### src/rtl/adder_share_arbiter_pkg.sv
// Shared constants and tag payload for the shared pipelined-adder arbiter and its adder wrapper.
package adder_share_arbiter_pkg;

  localparam int unsigned DATA_W_DEF  = 64;
  localparam int unsigned ADD_LATENCY = 6;
  localparam int unsigned NUM_REQ_DEF = 4;

  // Wide enough for up to 8 requesters; narrower IDs are zero-extended into it.
  localparam int unsigned TAG_ID_W = 3;

  typedef struct packed {
    logic                valid;
    logic [TAG_ID_W-1:0] id;
  } tag_t;

endpackage

### src/rtl/adder_share_arbiter_if.sv
// Request/response/adder bus between the clients, the shared adder and the arbiter.
interface adder_share_arbiter_if
  import adder_share_arbiter_pkg::*;
#(
  parameter int unsigned NUM_REQ = NUM_REQ_DEF,
  parameter int unsigned ID_W    = $clog2(NUM_REQ),
  parameter int unsigned DATA_W  = DATA_W_DEF,
  parameter int unsigned LATENCY = ADD_LATENCY
);

  localparam int unsigned CNT_W = $clog2(LATENCY + 1) + 1;

  logic [NUM_REQ-1:0]        req_valid;
  logic [NUM_REQ*DATA_W-1:0] req_a;
  logic [NUM_REQ*DATA_W-1:0] req_b;
  logic [NUM_REQ-1:0]        req_ready;
  logic                      rsp_valid;
  logic [ID_W-1:0]           rsp_id;
  logic [DATA_W-1:0]         rsp_data;
  logic                      rsp_ready;
  logic                      add_ce;
  logic [DATA_W-1:0]         add_a;
  logic [DATA_W-1:0]         add_b;
  logic [DATA_W-1:0]         add_s;
  logic [CNT_W-1:0]          inflight;

  modport master (
    input  req_valid, req_a, req_b, rsp_ready, add_s,
    output req_ready, rsp_valid, rsp_id, rsp_data, add_ce, add_a, add_b, inflight
  );

  modport slave (
    output req_valid, req_a, req_b, rsp_ready, add_s,
    input  req_ready, rsp_valid, rsp_id, rsp_data, add_ce, add_a, add_b, inflight
  );

endinterface

### src/rtl/adder_share_arbiter_rr_arbiter.sv
// Round-robin priority select; the pointer holds the index where the next search starts.
module adder_share_arbiter_rr_arbiter #(
  parameter int unsigned N    = 4,
  parameter int unsigned ID_W = $clog2(N)
) (
  input  logic            clk,
  input  logic            resetn,
  input  logic [N-1:0]    req_i,
  input  logic            en_i,
  output logic [N-1:0]    gnt_o,
  output logic [ID_W-1:0] gnt_id_o,
  output logic            gnt_vld_o
);

  logic [ID_W-1:0] ptr_q, ptr_d;

  always_comb begin : search
    logic [ID_W-1:0] idx;
    logic            found;
    found     = 1'b0;
    idx       = '0;
    gnt_id_o  = '0;
    gnt_o     = '0;
    ptr_d     = ptr_q;
    for (int unsigned k = 0; k < N; k++) begin
      idx = ID_W'((32'(ptr_q) + k) % N);
      if (!found && req_i[idx]) begin
        found    = 1'b1;
        gnt_id_o = idx;
      end
    end
    gnt_vld_o = found & en_i;
    if (gnt_vld_o) begin
      gnt_o[gnt_id_o] = 1'b1;
      // Next search begins just after the winner, wrapping at N.
      ptr_d = (gnt_id_o == ID_W'(N - 1)) ? '0 : gnt_id_o + ID_W'(1);
    end
  end

  always_ff @(posedge clk or negedge resetn) begin
    if (!resetn) ptr_q <= '0;
    else         ptr_q <= ptr_d;
  end

endmodule

### src/rtl/adder_share_arbiter.sv
// Shares one CE-gated pipelined adder between NUM_REQ requesters; an ID tag pipeline
// runs in lockstep with the adder to route each sum back to its owner.
module adder_share_arbiter
  import adder_share_arbiter_pkg::*;
#(
  parameter int unsigned NUM_REQ = NUM_REQ_DEF,
  parameter int unsigned ID_W    = $clog2(NUM_REQ),
  parameter int unsigned DATA_W  = DATA_W_DEF,
  parameter int unsigned LATENCY = ADD_LATENCY
) (
  input  logic                  clk,
  input  logic                  resetn,
  adder_share_arbiter_if.master bus
);

  localparam int unsigned CNT_W = $clog2(LATENCY + 1) + 1;

  logic               stall;
  logic               arb_en;
  logic               grant_vld;
  logic               rsp_hs;
  logic [NUM_REQ-1:0] gnt;
  logic [ID_W-1:0]    gnt_id;
  tag_t               tag_q [LATENCY];
  tag_t               tag_d [LATENCY];
  logic [CNT_W-1:0]   inflight_q, inflight_d;

  assign stall  = tag_q[LATENCY-1].valid & ~bus.rsp_ready;
  assign rsp_hs = tag_q[LATENCY-1].valid & bus.rsp_ready;
  // Grants are suppressed while stalled and while reset is held.
  assign arb_en = ~stall & resetn;

  adder_share_arbiter_rr_arbiter #(
    .N    (NUM_REQ),
    .ID_W (ID_W)
  ) u_arb (
    .clk       (clk),
    .resetn    (resetn),
    .req_i     (bus.req_valid),
    .en_i      (arb_en),
    .gnt_o     (gnt),
    .gnt_id_o  (gnt_id),
    .gnt_vld_o (grant_vld)
  );

  // Operand mux; no grant issues a zero bubble.
  always_comb begin
    bus.add_a = '0;
    bus.add_b = '0;
    for (int unsigned i = 0; i < NUM_REQ; i++) begin
      if (gnt[i]) begin
        bus.add_a = bus.req_a[i*DATA_W +: DATA_W];
        bus.add_b = bus.req_b[i*DATA_W +: DATA_W];
      end
    end
  end

  always_comb begin
    tag_d[0] = tag_t'{valid: grant_vld, id: TAG_ID_W'(gnt_id)};
    for (int unsigned i = 1; i < LATENCY; i++) tag_d[i] = tag_q[i-1];
  end

  always_ff @(posedge clk or negedge resetn) begin
    if (!resetn) begin
      for (int unsigned i = 0; i < LATENCY; i++) tag_q[i] <= '0;
    end else if (!stall) begin
      for (int unsigned i = 0; i < LATENCY; i++) tag_q[i] <= tag_d[i];
    end
  end

  always_comb begin
    inflight_d = inflight_q;
    case ({grant_vld, rsp_hs})
      2'b10:   inflight_d = inflight_q + CNT_W'(1);
      2'b01:   inflight_d = inflight_q - CNT_W'(1);
      default: inflight_d = inflight_q;
    endcase
  end

  always_ff @(posedge clk or negedge resetn) begin
    if (!resetn) inflight_q <= '0;
    else         inflight_q <= inflight_d;
  end

  assign bus.req_ready = gnt;
  assign bus.add_ce    = ~stall;
  assign bus.rsp_valid = tag_q[LATENCY-1].valid;
  assign bus.rsp_id    = ID_W'(tag_q[LATENCY-1].id);
  assign bus.rsp_data  = bus.add_s;
  assign bus.inflight  = inflight_q;

endmodule

### src/flat_wrapper.sv
// flat-port wrapper written by rule: the top's interface ports become plain ports
module adder_share_arbiter_flat import adder_share_arbiter_pkg::*;
#(
  parameter int unsigned NUM_REQ = NUM_REQ_DEF,
  parameter int unsigned ID_W    = $clog2(NUM_REQ),
  parameter int unsigned DATA_W  = DATA_W_DEF,
  parameter int unsigned LATENCY = ADD_LATENCY
)
  (clk, resetn, bus_req_valid, bus_req_a, bus_req_b, bus_rsp_ready, bus_add_s, bus_req_ready, bus_rsp_valid, bus_rsp_id, bus_rsp_data, bus_add_ce, bus_add_a, bus_add_b, bus_inflight);
  adder_share_arbiter_if #(.NUM_REQ(NUM_REQ), .ID_W(ID_W), .DATA_W(DATA_W), .LATENCY(LATENCY)) bus_i ();
  input  logic clk;
  input  logic resetn;
  input wire logic [$bits(bus_i.req_valid)-1:0] bus_req_valid;
  input wire logic [$bits(bus_i.req_a)-1:0] bus_req_a;
  input wire logic [$bits(bus_i.req_b)-1:0] bus_req_b;
  input wire logic [$bits(bus_i.rsp_ready)-1:0] bus_rsp_ready;
  input wire logic [$bits(bus_i.add_s)-1:0] bus_add_s;
  output wire logic [$bits(bus_i.req_ready)-1:0] bus_req_ready;
  output wire logic [$bits(bus_i.rsp_valid)-1:0] bus_rsp_valid;
  output wire logic [$bits(bus_i.rsp_id)-1:0] bus_rsp_id;
  output wire logic [$bits(bus_i.rsp_data)-1:0] bus_rsp_data;
  output wire logic [$bits(bus_i.add_ce)-1:0] bus_add_ce;
  output wire logic [$bits(bus_i.add_a)-1:0] bus_add_a;
  output wire logic [$bits(bus_i.add_b)-1:0] bus_add_b;
  output wire logic [$bits(bus_i.inflight)-1:0] bus_inflight;
  assign bus_i.req_valid = bus_req_valid;
  assign bus_i.req_a = bus_req_a;
  assign bus_i.req_b = bus_req_b;
  assign bus_i.rsp_ready = bus_rsp_ready;
  assign bus_i.add_s = bus_add_s;
  assign bus_req_ready = bus_i.req_ready;
  assign bus_rsp_valid = bus_i.rsp_valid;
  assign bus_rsp_id = bus_i.rsp_id;
  assign bus_rsp_data = bus_i.rsp_data;
  assign bus_add_ce = bus_i.add_ce;
  assign bus_add_a = bus_i.add_a;
  assign bus_add_b = bus_i.add_b;
  assign bus_inflight = bus_i.inflight;
  adder_share_arbiter #(.NUM_REQ(NUM_REQ), .ID_W(ID_W), .DATA_W(DATA_W), .LATENCY(LATENCY)) u_core (.clk(clk), .resetn(resetn), .bus(bus_i));
endmodule
### config.mk
export PLATFORM = sky130hd
export DESIGN_NAME = adder_share_arbiter_flat
export DESIGN_NICKNAME = d
export VERILOG_FILES = /design/src/rtl/adder_share_arbiter_pkg.sv /design/src/rtl/adder_share_arbiter_if.sv /design/src/rtl/adder_share_arbiter_rr_arbiter.sv /design/src/rtl/adder_share_arbiter.sv /design/src/flat_wrapper.sv
export SDC_FILE = /design/constraint.sdc
export NUM_CORES = 1
export LEC_CHECK = 0
export CORE_AREA = 5 5 305 307
export CTS_CLUSTER_DIAMETER = 30
export CTS_CLUSTER_SIZE = 40
export DETAILED_ROUTE_END_ITERATION = 16
export DIE_AREA = 0 0 310 312
export HOLD_SLACK_MARGIN = 0.05
export PLACE_DENSITY = 0.39
export SYNTH_ARGS = -nofsm -noshare
export SYNTH_HDL_FRONTEND = slang
export SYNTH_SLANG_ARGS = --single-unit
### constraint.sdc
create_clock -name clk -period 4.8 [get_ports clk]
set_input_delay 0.96 -clock clk [delete_from_list [all_inputs] [get_ports clk]]
set_output_delay 0.96 -clock clk [all_outputs]
set_load 0.01 [all_outputs]
Word-level counts from Yosys, hierarchy flattened
Index checks and enable logic that the tools add are counted.

word-level totals
  output and inout port bits = 204
  input port bits = 583
  bits in writable memories = 0
  bits in latches = 0
  ROM bits = 0
  memories kept = 0
  register bits = 24
  word-level logic and storage cells = 72

operators by class
  $lt $le $gt $ge = 6
  equal/unequal tests = 3
  bitwise gates (word level) = 6
  add/sub/neg operators = 6
  mux-type cells = 29
  shifts and indexed selects = 0
  multiply operators = 0
  divide/modulo/power cells = 0
  reductions and logical operators = 8

operator list
  cell                   count
  $mux W64               8
  $lt A2 B3 Y1 const B   5
  $mux W2                5
  $mux W1                9
  $bmux W1 S2            4
  $pmux W4 S2            1
  $add A2 B1 Y2 const B  2
  $add A2 B2 Y2 const B  2
  $add A4 B1 Y4 const B  1
  $and A1 B1 Y1          4
  $eq A2 B2 Y1 const B   2
  $logic_and A1 B1 Y1    4
  $mux W4                1
  $sub A4 B1 Y4 const B  1
  $logic_not A1 Y1       3
  $demux W1 S2           1
  $eq A2 B1 Y1 const B   1
  $ge A2 B1 Y1 const B   1
  $not A1 Y1             2
  $reduce_bool A2 Y1     1

Logic depth before layout (Yosys ltp)
Gate-level depths: netlist of the first run.

  depth in word-level cells = 21
  depth in mapped cells = 11

Cells and area by module
A second synthesis of the first run with hierarchy kept.

second synthesis, totals
  cells, all modules = 757
  area, all modules = 5998.3 µm²

by module, submodules not included
  module                          area each (µm²)  sequential area each (µm²)  cells each  times used
  adder_share_arbiter             5745.5           550.5                       729         1
  adder_share_arbiter_rr_arbiter  252.7            50.0                        28          1

Worst setup path after synthesis of the first run
No wires, ideal clock.

  kind = input-to-output
  from = input bus_req_valid[2]
  to = output bus_add_b[36]
  arrival time = 2.857 ns
  setup slack = 0.983 ns
  stages on the path = 10
  path buffers = 3
  required time = 3.840 ns
  path through = mux2i_1 -> nor2_1 -> nor4_1 -> inv_1 -> ha_1 -> clkbuf_1 -> clkbuf_1 -> clkbuf_1 -> a211o_1 -> a21oi_1

on the way
  cells in the longest elaborated chain, start to end = 21
  elaborated cells between the ends (all ways) = 33

ends and longest elaborated chain
  item                                                                       RTL line                              text
  start: declaration                                                         flat_wrapper.sv:13                    input wire logic [$bits(bus_i.req_valid)-1:0] bus_req_valid;
  $bmux W1 S2                                                                adder_share_arbiter_rr_arbiter.sv:27  if (!found && req_i[idx]) begin
  $mux W1 (not written as such)                                              adder_share_arbiter_rr_arbiter.sv:27
  $mux W1                                                                    adder_share_arbiter_rr_arbiter.sv:27
  $logic_not A1 Y1                                                           adder_share_arbiter_rr_arbiter.sv:27
  $logic_and A1 B1 Y1                                                        adder_share_arbiter_rr_arbiter.sv:27
  $mux W1                                                                    adder_share_arbiter_rr_arbiter.sv:27
  $logic_not A1 Y1                                                           adder_share_arbiter_rr_arbiter.sv:27
  $logic_and A1 B1 Y1                                                        adder_share_arbiter_rr_arbiter.sv:27
  [4 not listed]                                                             n/a
  net u_core.gnt_id[0]                                                       adder_share_arbiter.sv:23             logic [ID_W-1:0] gnt_id;
  $lt A2 B3 Y1 (not written as such) / $ge A2 B1 Y1 (equally long branches)  adder_share_arbiter_rr_arbiter.sv:34  gnt_o[gnt_id_o] = 1'b1;
  $logic_and A1 B1 Y1 (not written as such)                                  adder_share_arbiter_rr_arbiter.sv:34
  $mux W1 (not written as such)                                              adder_share_arbiter_rr_arbiter.sv:34
  $demux W1 S2 (*)                                                           adder_share_arbiter_rr_arbiter.sv:34
  $mux W4 (*)                                                                adder_share_arbiter_rr_arbiter.sv:33  if (gnt_vld_o) begin
  $mux W64 (3 in series)                                                     adder_share_arbiter.sv:51             if (gnt[i]) begin
  $mux W64 (*)                                                               adder_share_arbiter.sv:51
  end: declaration                                                           flat_wrapper.sv:24                    output wire logic [$bits(bus_i.add_b)-1:0] bus_add_b;

Mark *: on every way through the listed nets, which the timed path passes. The rest lies on a longest branch. The select of a mux whose other input is x is not followed.

Worst setup path in the final report of the first run
  from = input bus_req_valid[1]
  to = output bus_add_b[12]

Same word-level chain as after synthesis.

==> results of run 1 <==
## where the power goes
part | switching [mW] | internal [mW] | leakage, nW
logic | 2.86 | 3.11 | 6.29
clock network | 0.0695 | 0.127 | 0.0442
registers | 0.0757 | 0.299 | 0.294
total | 3.00 | 3.54 | 6.63
## timing repair
action	in CTS	in global routing
hold buffers	0	0
setup buffers	7	3
resized for setup	46	80
pin swaps	3	4
gates cloned	2	0
endpoints found under the setup margin	128	113
## cells in the final DEF, fill, tap and decap left out, types with 3 or more instances in the layout
| master | n |
|---|---|
| sky130_fd_sc_hd__a221oi_2 | 32 |
| sky130_fd_sc_hd__nand2_1 | 176 |
| sky130_fd_sc_hd__buf_12 | 23 |
| sky130_fd_sc_hd__a21oi_2 | 12 |
| sky130_fd_sc_hd__a21oi_1 | 120 |
| sky130_fd_sc_hd__a221oi_1 | 93 |
| sky130_fd_sc_hd__and3_1 | 4 |
| sky130_fd_sc_hd__ha_4 | 3 |
| sky130_fd_sc_hd__o21ai_0 | 3 |
| sky130_fd_sc_hd__buf_4 | 114 |
| sky130_fd_sc_hd__ha_1 | 4 |
| sky130_fd_sc_hd__a221oi_4 | 3 |
| sky130_fd_sc_hd__dlygate4sd2_1 | 17 |
| sky130_fd_sc_hd__inv_1 | 131 |
| sky130_fd_sc_hd__nand2b_1 | 4 |
| sky130_fd_sc_hd__dfrtp_1 | 24 |
| sky130_fd_sc_hd__clkbuf_16 | 3 |
| sky130_fd_sc_hd__dlymetal6s2s_1 | 46 |
| sky130_fd_sc_hd__a211o_1 | 127 |
| sky130_fd_sc_hd__xor2_1 | 4 |
| sky130_fd_sc_hd__clkdlybuf4s50_1 | 589 |
## final cells by class
cell class | instances | area [um2]
repair buffers | 797 | 8060
clock buffers | 4 | 88.8
well taps | 1176 | 1470
inverters | 132 | 495
diodes | 2 | 5.00
fillers | 10200 | 74700
flip-flops and latches | 24 | 601
multi-input cells | 609 | 4310
## worst max-delay path by stage
stage,slack [ns],depth (start not counted),endpoint,startpoint
floorplan,0.98,10,bus_add_b[36],bus_req_valid[2]
global placement,-0.61,13,bus_add_a[10],bus_req_valid[0]
detailed placement,-0.53,13,bus_add_a[10],bus_req_valid[0]
CTS,-0.06,13,bus_add_b[32],bus_req_valid[2]
global route,-0.04,15,bus_add_b[12],bus_req_valid[0]
finish,0.08,14,bus_add_b[12],bus_req_valid[1]
## metal layers
metal | wire length [um] | share of wire, % | global-route usage (%) | vias to the layer above
met4 | 981 | 1.8 | 1.58 | 2
met5 | 8 | 0.015 | 0 | -
met1 | 19700 | 36 | 10.9 | 4459
met3 | 5750 | 11 | 3.66 | 49
li1 | - | - | - | 4580
met2 | 27900 | 51 | 19.5 | 540
## logic make-up after synthesis
family / after synthesis
DFF: 24
muxes: 3
adders and majority gates: 7
buffers and inverters: 299
xor gates and xnor gates: 5
and+or+nand+nor: 199
AOI/OAI and AO/OA: 395
## sequential cells by signal, indices dropped and copies added, names as in the netlist
signal                flops
u_core.tag_d             15
u_core.bus.inflight       4
u_core.bus.rsp_id         2
u_core.u_arb.ptr_q        2
u_core.bus.rsp_valid      1
## stage by stage
stage | hold WS (ns) | utilization (%) | cells | power, mW | worst slack, ns
final | 0.456 | 16.8 | 2744 | 6.54 | 0.0769
after global placement | 0.443 | 16.0 | 2726 | 6.05 | -0.612
after floorplan | 0.430 | - | 932 | 3.19 | 0.983
after global routing | 0.473 | 16.8 | 2743 | 7.06 | -0.0428
after detailed placement | 0.446 | 16.0 | 2726 | 6.05 | -0.529
after CTS | 0.460 | 16.4 | 2739 | 6.56 | -0.0618
## worst register-to-register path, delay by kind of cell (launching register included)
family | cells | cell delay (ns)
AND/OR/NAND/NOR | 3 | 0.84
XOR/XNOR | 1 | 0.16
adder cells (fa/ha/maj) | 1 | 0.29
buffers and inverters | 2 | 0.39
flip-flops | 1 | 0.37
AO/OA/AOI/OAI | 1 | 0.22
==> results.py, run 1 <==
metrics = {
    "run_status": {
        "status": "finished clean",
    },
    "critical_path": {
        "r2r-start": "u_core.bus.rsp_valid",
        "critical_path.cell_chain": "clkdlybuf4s15_2 > nor4_4 > nor4_4 > buf_4 > ha_4 > nor2b_4 > buf_4 > buf_12 > buf_12 > buf_12 > a221oi_2 > a211o_1 > a21oi_1 > clkdlybuf4s50_1",
        "critical_path.max_fanout": 22,
        "path_class": "primary input to primary output",
        "regToRegEndpoint": "u_core.bus.inflight[3]",
        "timing.critical_path.slowest_stage_cell": "sky130_fd_sc_hd__clkdlybuf4s50_1",
        "worst-r2r-cell-count": 8,
        "crit_top_cell": "sky130_fd_sc_hd__buf_12",
        "timing.critical_path.max_delay_family": "buffers and inverters",
        "timing.reg2reg.setup_slack_ns": 2.45,
        "setup.worst_path.end_class": "primary output",
        "cp_data_arrival_time_ns": 3.76,
        "worst_ep_required_time_ns": 3.84,
        "start_kind": "primary input",
        "crit_path_max_incr_delay_ns": 0.55,
        "crit_buf_inv": 7,
    },
    "logic_synthesis": {
        "yosys.cell_count.top_type": "sky130_fd_sc_hd__nand2_1",
        "syn_nets": 1522,
        "post_synth_instance_area_um2": 6040,
        "mux_cell_area_share_after_synthesis_pct": 0.538,
        "synth_edf_count": 0,
        "post_synth.cell_area_avg_um2": 6.48,
        "ys_dominant_reg_cell": "sky130_fd_sc_hd__dfrtp_1",
        "synth-simple-area-share_pct": 13.3,
        "asyncSetResetFlopFracSynth_pct": 100,
        "netlist_top_cells_count": "sky130_fd_sc_hd__nand2_1, sky130_fd_sc_hd__inv_1, sky130_fd_sc_hd__a211o_1, sky130_fd_sc_hd__a221oi_1, sky130_fd_sc_hd__a21oi_1",
        "ys_ff_latch": 24,
        "netlist.area_leader.share_pct": 18.6,
        "yosys.area_share.xor_xnor_pct": 0.725,
        "synth_largest_area_cell": "sky130_fd_sc_hd__a211o_1",
        "yosysWarnings": 0,
        "synth_compound_area_share_pct": 49.4,
        "synth_fa_ha_area_share_pct": 1.45,
        "synth.yosys.seq_area_share_pct": 9.94,
        "synth_top_family_by_area": "compound AO/OA/AOI/OAI gates",
        "ys_top_cells_by_area": "sky130_fd_sc_hd__a211o_1, sky130_fd_sc_hd__a221oi_1, sky130_fd_sc_hd__nand2_1",
        "number_of_distinct_standard_cells_referenced_by_the_synthesized_netlist": 36,
        "postSynthCellCount": 932,
    },
    "sta": {
        "relSlewSlack_pct": 60.7,
        "fmax_mhz": 212,
        "finalHoldViolations": 0,
        "setup_viol_count_final": 0,
        "unrepaired_setup_endpoints_after_global_routing": "true",
        "final_layout_setup_total_negative_slack_ns": 0,
        "finalClockSkew_ns": 0.00111,
        "period_share_pct": 98.4,
        "worstMarginPinSlew_ns": 0.587,
        "final_period_minus_worst_setup_slack_ns": 4.72,
        "final-max-slew-violation-count": 0,
    },
    "hold_path": {
        "whs_path_depth": 1,
        "min_to": "u_core.bus.rsp_valid",
        "min-delay-path-class": "register to register",
        "worst_hold_startpoint": "u_core.tag_d[3]",
    },
    "cells_and_area": {
        "post-route-cell-area_um2": 15000,
        "drive_gt1_share_pct": 13.3,
        "finalNetCount": 2157,
        "area_growth_pct": 149,
    },
    "place": {
        "port-buffer-count": 658,
        "dpl.hpwl_mm": 45.9,
        "finalWeightedCongestion": 0.921,
        "dpl-instance-area_um2": 14400,
    },
    "routing": {
        "avgRoutedWirePerCell_um": 19.8,
        "routed_wl_mm": 54.3,
        "detailedRoute.firstPassIterationCount": 5,
        "vias": 9630,
        "post_drt_via_cell_ratio": 3.51,
        "antenna_left": 0,
        "remaining_routing_drc_violations": 0,
        "detailedRoute.firstIterationViolations": 469,
    },
    "grt": {
        "grt_use_total_pct": 10.2,
        "grt_max_degree": 44,
        "grt.overflow.total": 0,
        "first_global_vias": 10500,
        "grt_first_pass_wirelength_mm": 73.8,
        "initial_antenna_violation_count": 7,
    },
    "clocking": {
        "worst_skew_pair.late_latency_ns": 0.26,
        "tritoncts_clock_tree": "yes",
        "ctsLongestPathBuffers": 2,
        "numCtsBuffers": 3,
        "clk_pin_slew_ns": 0.06,
        "cts_sinks": 24,
        "clock_tree.htree_level_count": 1,
        "cts-root-buf": "sky130_fd_sc_hd__clkbuf_16",
    },
    "floorplanning": {
        "floorplan.die.width_um": 310,
        "io-pin-count": 787,
        "die_height_um": 312,
        "rows": 110,
        "initial_utilization_pct": 6.73,
        "dieArea_um2": 96700,
        "core_area_um2": 89700,
    },
    "pwr": {
        "leak_pwr_nw": 6.63,
        "ir_worst_vdd_mv": 0.196,
        "power.density_nw_per_um2": 435,
    },
    "run": {
        "max_cap_viols": 0,
    },
}
(Power assumes the default switching activity.)
==> run 2, diff against run 1 <==
--- a/config.mk
+++ b/config.mk
@@ -5,13 +5,14 @@
 export SDC_FILE = /design/constraint.sdc
 export NUM_CORES = 1
 export LEC_CHECK = 0
-export CORE_AREA = 5 5 305 307
+export CORE_AREA = 5 5 300 302
+export CTS_BUF_LIST = sky130_fd_sc_hd__clkbuf_8
 export CTS_CLUSTER_DIAMETER = 30
 export CTS_CLUSTER_SIZE = 40
 export DETAILED_ROUTE_END_ITERATION = 16
-export DIE_AREA = 0 0 310 312
+export DIE_AREA = 0 0 305 307
 export HOLD_SLACK_MARGIN = 0.05
-export PLACE_DENSITY = 0.39
+export PLACE_DENSITY = 0.4
 export SYNTH_ARGS = -nofsm -noshare
 export SYNTH_HDL_FRONTEND = slang
 export SYNTH_SLANG_ARGS = --single-unit
==> run 2 against run 1 <==
Compared with the run above: global-route usage grew 0.32 points; clock power shrank 12%; maximum frequency shrank 0.29%; combinational power shrank 3%; count of clock-buffer cells in the layout shrank 1; core utilization grew 0.057 points; critical path type unchanged; largest power group unchanged.
==> results.py, run 2 (synthesis results as in run 1) <==
metrics = {
    "sta": {
        "final_layout_setup_total_negative_slack_ns": 0,
        "unrepaired_setup_endpoints_after_global_routing": "true",
        "setup_viol_count_final": 0,
        "final-max-slew-violation-count": 0,
        "relSlewSlack_pct": 62.0,
        "finalClockSkew_ns": 0.00792,
        "period_share_pct": 98.7,
        "finalHoldViolations": 0,
        "worstMarginPinSlew_ns": 0.567,
        "fmax_mhz": 211,
        "final_period_minus_worst_setup_slack_ns": 4.74,
    },
    "clocking": {
        "numCtsBuffers": 3,
        "clock_tree.htree_level_count": 1,
        "ctsLongestPathBuffers": 2,
        "worst_skew_pair.late_latency_ns": 0.26,
        "clk_pin_slew_ns": 0.09,
        "hold_buffers": 0,
        "cts-root-buf": "sky130_fd_sc_hd__clkbuf_8",
        "tritoncts_clock_tree": "yes",
        "cts_sinks": 24,
    },
    "floorplanning": {
        "floorplan.die.width_um": 305,
        "rows": 109,
        "initial_utilization_pct": 6.91,
        "die_height_um": 307,
        "dieArea_um2": 93600,
        "core_area_um2": 87400,
        "io-pin-count": 787,
    },
    "routing": {
        "avgRoutedWirePerCell_um": 19.9,
        "routed_wl_mm": 54.4,
        "post_drt_via_cell_ratio": 3.55,
        "vias": 9694,
        "detailedRoute.firstIterationViolations": 627,
        "antenna_left": 0,
        "detailedRoute.firstPassIterationCount": 5,
        "remaining_routing_drc_violations": 0,
    },
    "cells_and_area": {
        "drive_gt1_share_pct": 11.8,
        "area_growth_pct": 143,
        "layout.core_utilization_pct": 16.8,
        "post-route-cell-area_um2": 14700,
        "fin_cells": 2730,
        "num-fill-cells": 9940,
        "most_frequent_standard_cell_in_the_layout_excluding_fill_and_tap_cells": "sky130_fd_sc_hd__clkdlybuf4s50_1",
        "ff_latch_area_um2": 601,
        "max_ffs_per_register": 15,
        "layout.cells.most_common_list": "sky130_fd_sc_hd__clkdlybuf4s50_1, sky130_fd_sc_hd__nand2_1, sky130_fd_sc_hd__inv_1",
        "finalNetCount": 2153,
        "multiInputGateArea_um2": 4120,
    },
    "grt": {
        "grt_use_total_pct": 10.5,
        "initial_antenna_violation_count": 12,
        "grt_first_pass_wirelength_mm": 73.9,
        "first_global_vias": 10300,
        "grt.overflow.total": 0,
        "grt_max_degree": 51,
    },
    "pwr": {
        "power.density_nw_per_um2": 431,
        "power_mw": 6.33,
        "leak_pwr_nw": 6.37,
        "ir_worst_vdd_mv": 0.188,
    },
    "place": {
        "finalWeightedCongestion": 0.879,
        "port-buffer-count": 658,
        "dpl-instance-area_um2": 14300,
        "post-place-cells": 2710,
        "dpl.hpwl_mm": 45.4,
    },
    "run": {
        "max_cap_viols": 0,
    },
    "critical_path": {
        "critical_path.max_fanout": 10,
        "start_kind": "primary input",
        "cp_data_arrival_time_ns": 3.78,
        "path_class": "primary input to primary output",
        "setup.worst_path.end_class": "primary output",
        "worst_ep_required_time_ns": 3.84,
    },
    "hold_path": {
        "min-delay-path-class": "register to register",
    },
    "run_status": {
        "status": "finished clean",
    },
}
run 2: changes by cell type in the layout (fill, tap and decap cells not counted), moves of 10 or more:
cell	delta
sky130_fd_sc_hd__a221oi_2	-24
sky130_fd_sc_hd__dlygate4sd2_1	+81
sky130_fd_sc_hd__buf_4	-10
sky130_fd_sc_hd__a221oi_1	+26
sky130_fd_sc_hd__clkdlybuf4s50_1	-59
sky130_fd_sc_hd__dlymetal6s2s_1	-32
run 2: path summary, 6_finish.rpt:
kind | startpoint | end | slack, ns | depth (start not counted)
worst max-delay path | bus_req_valid[3] | bus_add_a[23] | 0.06 | 15
max in group asynchronous | resetn | u_core.tag_d[7] | 3.35 | 2
min in group asynchronous | resetn | u_core.tag_d[8] | 1.18 | 2
worst min register to register | u_core.tag_d[3] | u_core.tag_d[3] | 0.47 | 2
worst min-delay path | u_core.tag_d[3] | u_core.tag_d[3] | 0.47 | 2
worst max register to register | u_core.bus.rsp_valid | u_core.bus.inflight[2] | 2.23 | 12
run 2: critical path, cell delays in order:
cell	delay, ns
sky130_fd_sc_hd__dlygate4sd2_1	0.28
sky130_fd_sc_hd__nand2b_1	0.18
sky130_fd_sc_hd__a21oi_2	0.17
sky130_fd_sc_hd__nor4_2	0.07
sky130_fd_sc_hd__buf_4	0.14
sky130_fd_sc_hd__buf_4	0.14
sky130_fd_sc_hd__ha_4	0.19
sky130_fd_sc_hd__nor2b_4	0.15
sky130_fd_sc_hd__buf_8	0.17
sky130_fd_sc_hd__buf_6	0.16
sky130_fd_sc_hd__a221oi_1	0.08
sky130_fd_sc_hd__a211o_1	0.27
sky130_fd_sc_hd__a21oi_1	0.14
sky130_fd_sc_hd__buf_4	0.14
sky130_fd_sc_hd__clkdlybuf4s50_1	0.53
run 2: repair_timing:
item / in CTS / in global routing
cloned: 4 / 1
gates resized for setup: 162 / 24
pin swaps: 8 / 2
setup endpoints to repair: 128 / 99
buffers inserted: 5 / 3
run 2: area by class of cell:
cell class | count | area share [%]
timing repair buffer | 793 | 54.0
multi-input combinational | 609 | 28.0
tap | 1165 | 9.92
sequential | 24 | 4.09
inverter | 132 | 3.37
clock buffer | 3 | 0.281
clock inverter | 1 | 0.204
antenna | 3 | 0.0511
run 2: per-stage QoR:
stage                     worst slack, ns  hold slack, ns
final                              0.0630           0.465
after global routing               -0.126           0.498
after global placement             -0.495           0.450
after floorplan                     0.983           0.430
after CTS                          -0.199           0.470
after detailed placement           -0.607           0.449
run 2: where the power goes:
group | total (mW) | switching [mW] | internal [mW]
Combinational | 5.79 | 2.84 | 2.95
Sequential | 0.372 | 0.0737 | 0.299
Clock | 0.174 | 0.0623 | 0.111
Total | 6.33 | 2.97 | 3.36
run 2: layer usage:
layer  wire length [um]  global-route usage [%]  vias to the layer above  share of wire (%)
li1                   -                       -                     4573                  -
met1              21100                    12.0                     4515                 39
met2              25700                    18.0                      544                 47
met3               6350                    5.04                       56                 12
met4               1200                    2.06                        6                2.2
met5                 30                       0                        -              0.055
==> run 3, diff against run 2 <==
--- a/config.mk
+++ b/config.mk
@@ -13,6 +13,7 @@
 export DIE_AREA = 0 0 305 307
 export HOLD_SLACK_MARGIN = 0.05
 export PLACE_DENSITY = 0.4
+export REMOVE_ABC_BUFFERS = 1
 export SYNTH_ARGS = -nofsm -noshare
 export SYNTH_HDL_FRONTEND = slang
 export SYNTH_SLANG_ARGS = --single-unit
==> run 3 against run 2 <==
Compared with the run above: count of clock-buffer cells in the layout unchanged; total power up 5.3%; die area unchanged; non-clock buffer count up 17; cell count up 0.77%; global-route usage up 0.88 points; clock skew down 0.0034 ns; critical path type unchanged; largest power group unchanged; highest routed layer unchanged.
==> results.py, run 3 (synthesis results as in run 1) <==
metrics = {
    "run_status": {
        "status": "finished clean",
    },
    "critical_path": {
        "r2r-start": "u_core.bus.rsp_valid",
        "regToRegEndpoint": "u_core.bus.inflight[3]",
        "crit_top_cell": "sky130_fd_sc_hd__buf_4",
        "worst-r2r-cell-count": 8,
        "setup.worst_path.end_class": "primary output",
        "critical_path.endpoint": "bus_add_b[10]",
        "cp_data_arrival_time_ns": 3.72,
        "critical_path.cell_chain": "clkdlybuf4s15_2 > a21oi_1 > o21a_1 > o22ai_2 > buf_4 > inv_1 > buf_4 > ha_4 > buf_12 > buf_4 > buf_4 > a211o_1 > a21oi_1 > clkdlybuf4s50_1",
        "path_class": "primary input to primary output",
        "worst_ep_required_time_ns": 3.84,
        "timing.reg2reg.setup_slack_ns": 2.36,
        "critical_path.max_fanout": 34,
        "start_kind": "primary input",
        "crit_start": "bus_req_valid[0]",
        "crit_path_max_incr_delay_ns": 0.58,
        "timing.critical_path.slowest_stage_cell": "sky130_fd_sc_hd__clkdlybuf4s50_1",
    },
    "pwr": {
        "power.density_nw_per_um2": 442,
        "leak_pwr_nw": 6.65,
        "ir_worst_vdd_mv": 0.230,
    },
    "cells_and_area": {
        "finalNetCount": 2170,
        "max_ffs_per_register": 15,
        "fin_cells": 2751,
        "area_growth_pct": 149,
        "most_frequent_standard_cell_in_the_layout_excluding_fill_and_tap_cells": "sky130_fd_sc_hd__clkdlybuf4s50_1",
        "post-route-cell-area_um2": 15100,
        "drive_gt1_share_pct": 13.6,
        "layout.cells.most_common_list": "sky130_fd_sc_hd__clkdlybuf4s50_1, sky130_fd_sc_hd__nand2_1, sky130_fd_sc_hd__inv_1",
        "num-fill-cells": 9899,
        "layout.core_utilization_pct": 17.2,
    },
    "sta": {
        "relSlewSlack_pct": 72.4,
        "setup_viol_count_final": 0,
        "worstMarginPinSlew_ns": 0.413,
        "final_layout_setup_total_negative_slack_ns": 0,
        "hold-worst-slack_ns": 0.473,
        "fmax_mhz": 214,
        "final_period_minus_worst_setup_slack_ns": 4.68,
        "finalClockSkew_ns": 0.00447,
        "final-max-slew-violation-count": 0,
        "finalHoldViolations": 0,
        "period_share_pct": 97.5,
    },
    "grt": {
        "groute.layer.met3.usage_pct": 5.94,
        "first_global_vias": 10600,
        "grt.overflow.total": 0,
        "initial_antenna_violation_count": 13,
        "grt_max_degree": 45,
        "busiest_layer": "met2",
        "met1_usage_pct": 13.4,
        "grt_use_total_pct": 11.4,
        "grt.met2_usage_pct": 18.8,
        "grt_first_pass_wirelength_mm": 79.7,
    },
    "run": {
        "max_cap_viols": 0,
    },
    "clocking": {
        "clk_pin_slew_ns": 0.09,
        "cts-root-buf": "sky130_fd_sc_hd__clkbuf_8",
        "worst_skew_pair.late_latency_ns": 0.26,
        "numCtsBuffers": 3,
        "clock_tree.htree_level_count": 1,
        "ctsLongestPathBuffers": 2,
        "tritoncts_clock_tree": "yes",
        "cts_sinks": 24,
        "hold_buffers": 0,
    },
    "routing": {
        "routed_wl_mm": 58.8,
        "antenna_left": 0,
        "detailedRoute.firstIterationViolations": 568,
        "vias": 10000,
        "remaining_routing_drc_violations": 0,
        "post_drt_via_cell_ratio": 3.65,
        "avgRoutedWirePerCell_um": 21.4,
        "detailedRoute.firstPassIterationCount": 8,
    },
    "floorplanning": {
        "core_area_um2": 87400,
        "dieArea_um2": 93600,
        "floorplan.die.width_um": 305,
        "die_height_um": 307,
        "io-pin-count": 787,
        "initial_utilization_pct": 6.91,
        "rows": 109,
    },
    "hold_path": {
        "min-delay-path-class": "register to register",
    },
    "place": {
        "dpl.hpwl_mm": 48.7,
        "dpl-instance-area_um2": 14500,
        "post-place-cells": 2725,
        "port-buffer-count": 658,
        "finalWeightedCongestion": 0.887,
    },
}
==> run 3: power by group <==
group / total (mW) / internal [mW] / switching, mW
clock: 0.177 / 0.111 / 0.0656
sequential: 0.376 / 0.298 / 0.0774
combinational: 6.11 / 3.17 / 2.95
==> run 3: area by class of cell <==
type | instances | area (um2) | share of cell area, %
well taps | 1165 | 1460 | 9.67
multi-input cells | 609 | 4220 | 28.0
diodes | 7 | 17.5 | 0.116
clock buffers | 3 | 41.3 | 0.274
repair buffers | 810 | 8200 | 54.4
flip-flops and latches | 24 | 601 | 3.99
clock inverters | 1 | 30.0 | 0.199
inverters | 132 | 495 | 3.29
==> run 3: layer usage <==
metal,part of all wire [%],routed length [um],up-vias
met4,1.4,811,12
met1,40,23700,4713
met5,0.53,310,-
met2,46,26800,645
li1,-,-,4616
met3,12,7200,50
==> run 3: what timing repair did <==
action | in CTS | in global routing
setup buffers | 8 | 4
gates resized for setup | 86 | 53
pin swaps | 5 | 3
gates cloned | 2 | 1
setup endpoints to repair | 129 | 104
==> run 3: worst min-delay path by stage <==
stage | startpoint | to | slack [ns] | cells after the start
floorplan | u_core.tag_d[3] | u_core.tag_d[3] | 0.43 | 2
CTS | u_core.tag_d[15] | u_core.tag_d[15] | 0.48 | 2
global route | u_core.tag_d[15] | u_core.tag_d[15] | 0.49 | 2
detailed placement | u_core.tag_d[15] | u_core.tag_d[15] | 0.46 | 2
finish | u_core.tag_d[13] | u_core.tag_d[13] | 0.47 | 2
global placement | u_core.tag_d[3] | u_core.tag_d[3] | 0.45 | 2
==> run 3: worst max-delay path: cells and delay by family <==
| kind | cells | cell delay [ns] |
|---|---|---|
| adder cells (fa/ha/maj) | 1 | 0.18 |
| buffers and inverters | 8 | 1.72 |
| AO/OA/AOI/OAI | 5 | 0.81 |
==> run 3: metrics by stage <==
stage | total power, mW | setup WS (ns)
5_1_grt | 7.18 | -0.00538
3_5_place_dp | 6.31 | -0.503
3_3_place_gp | 6.31 | -0.552
2_1_floorplan | 3.26 | -4.35
4_1_cts | 6.72 | -0.0114
6_report | 6.67 | 0.122
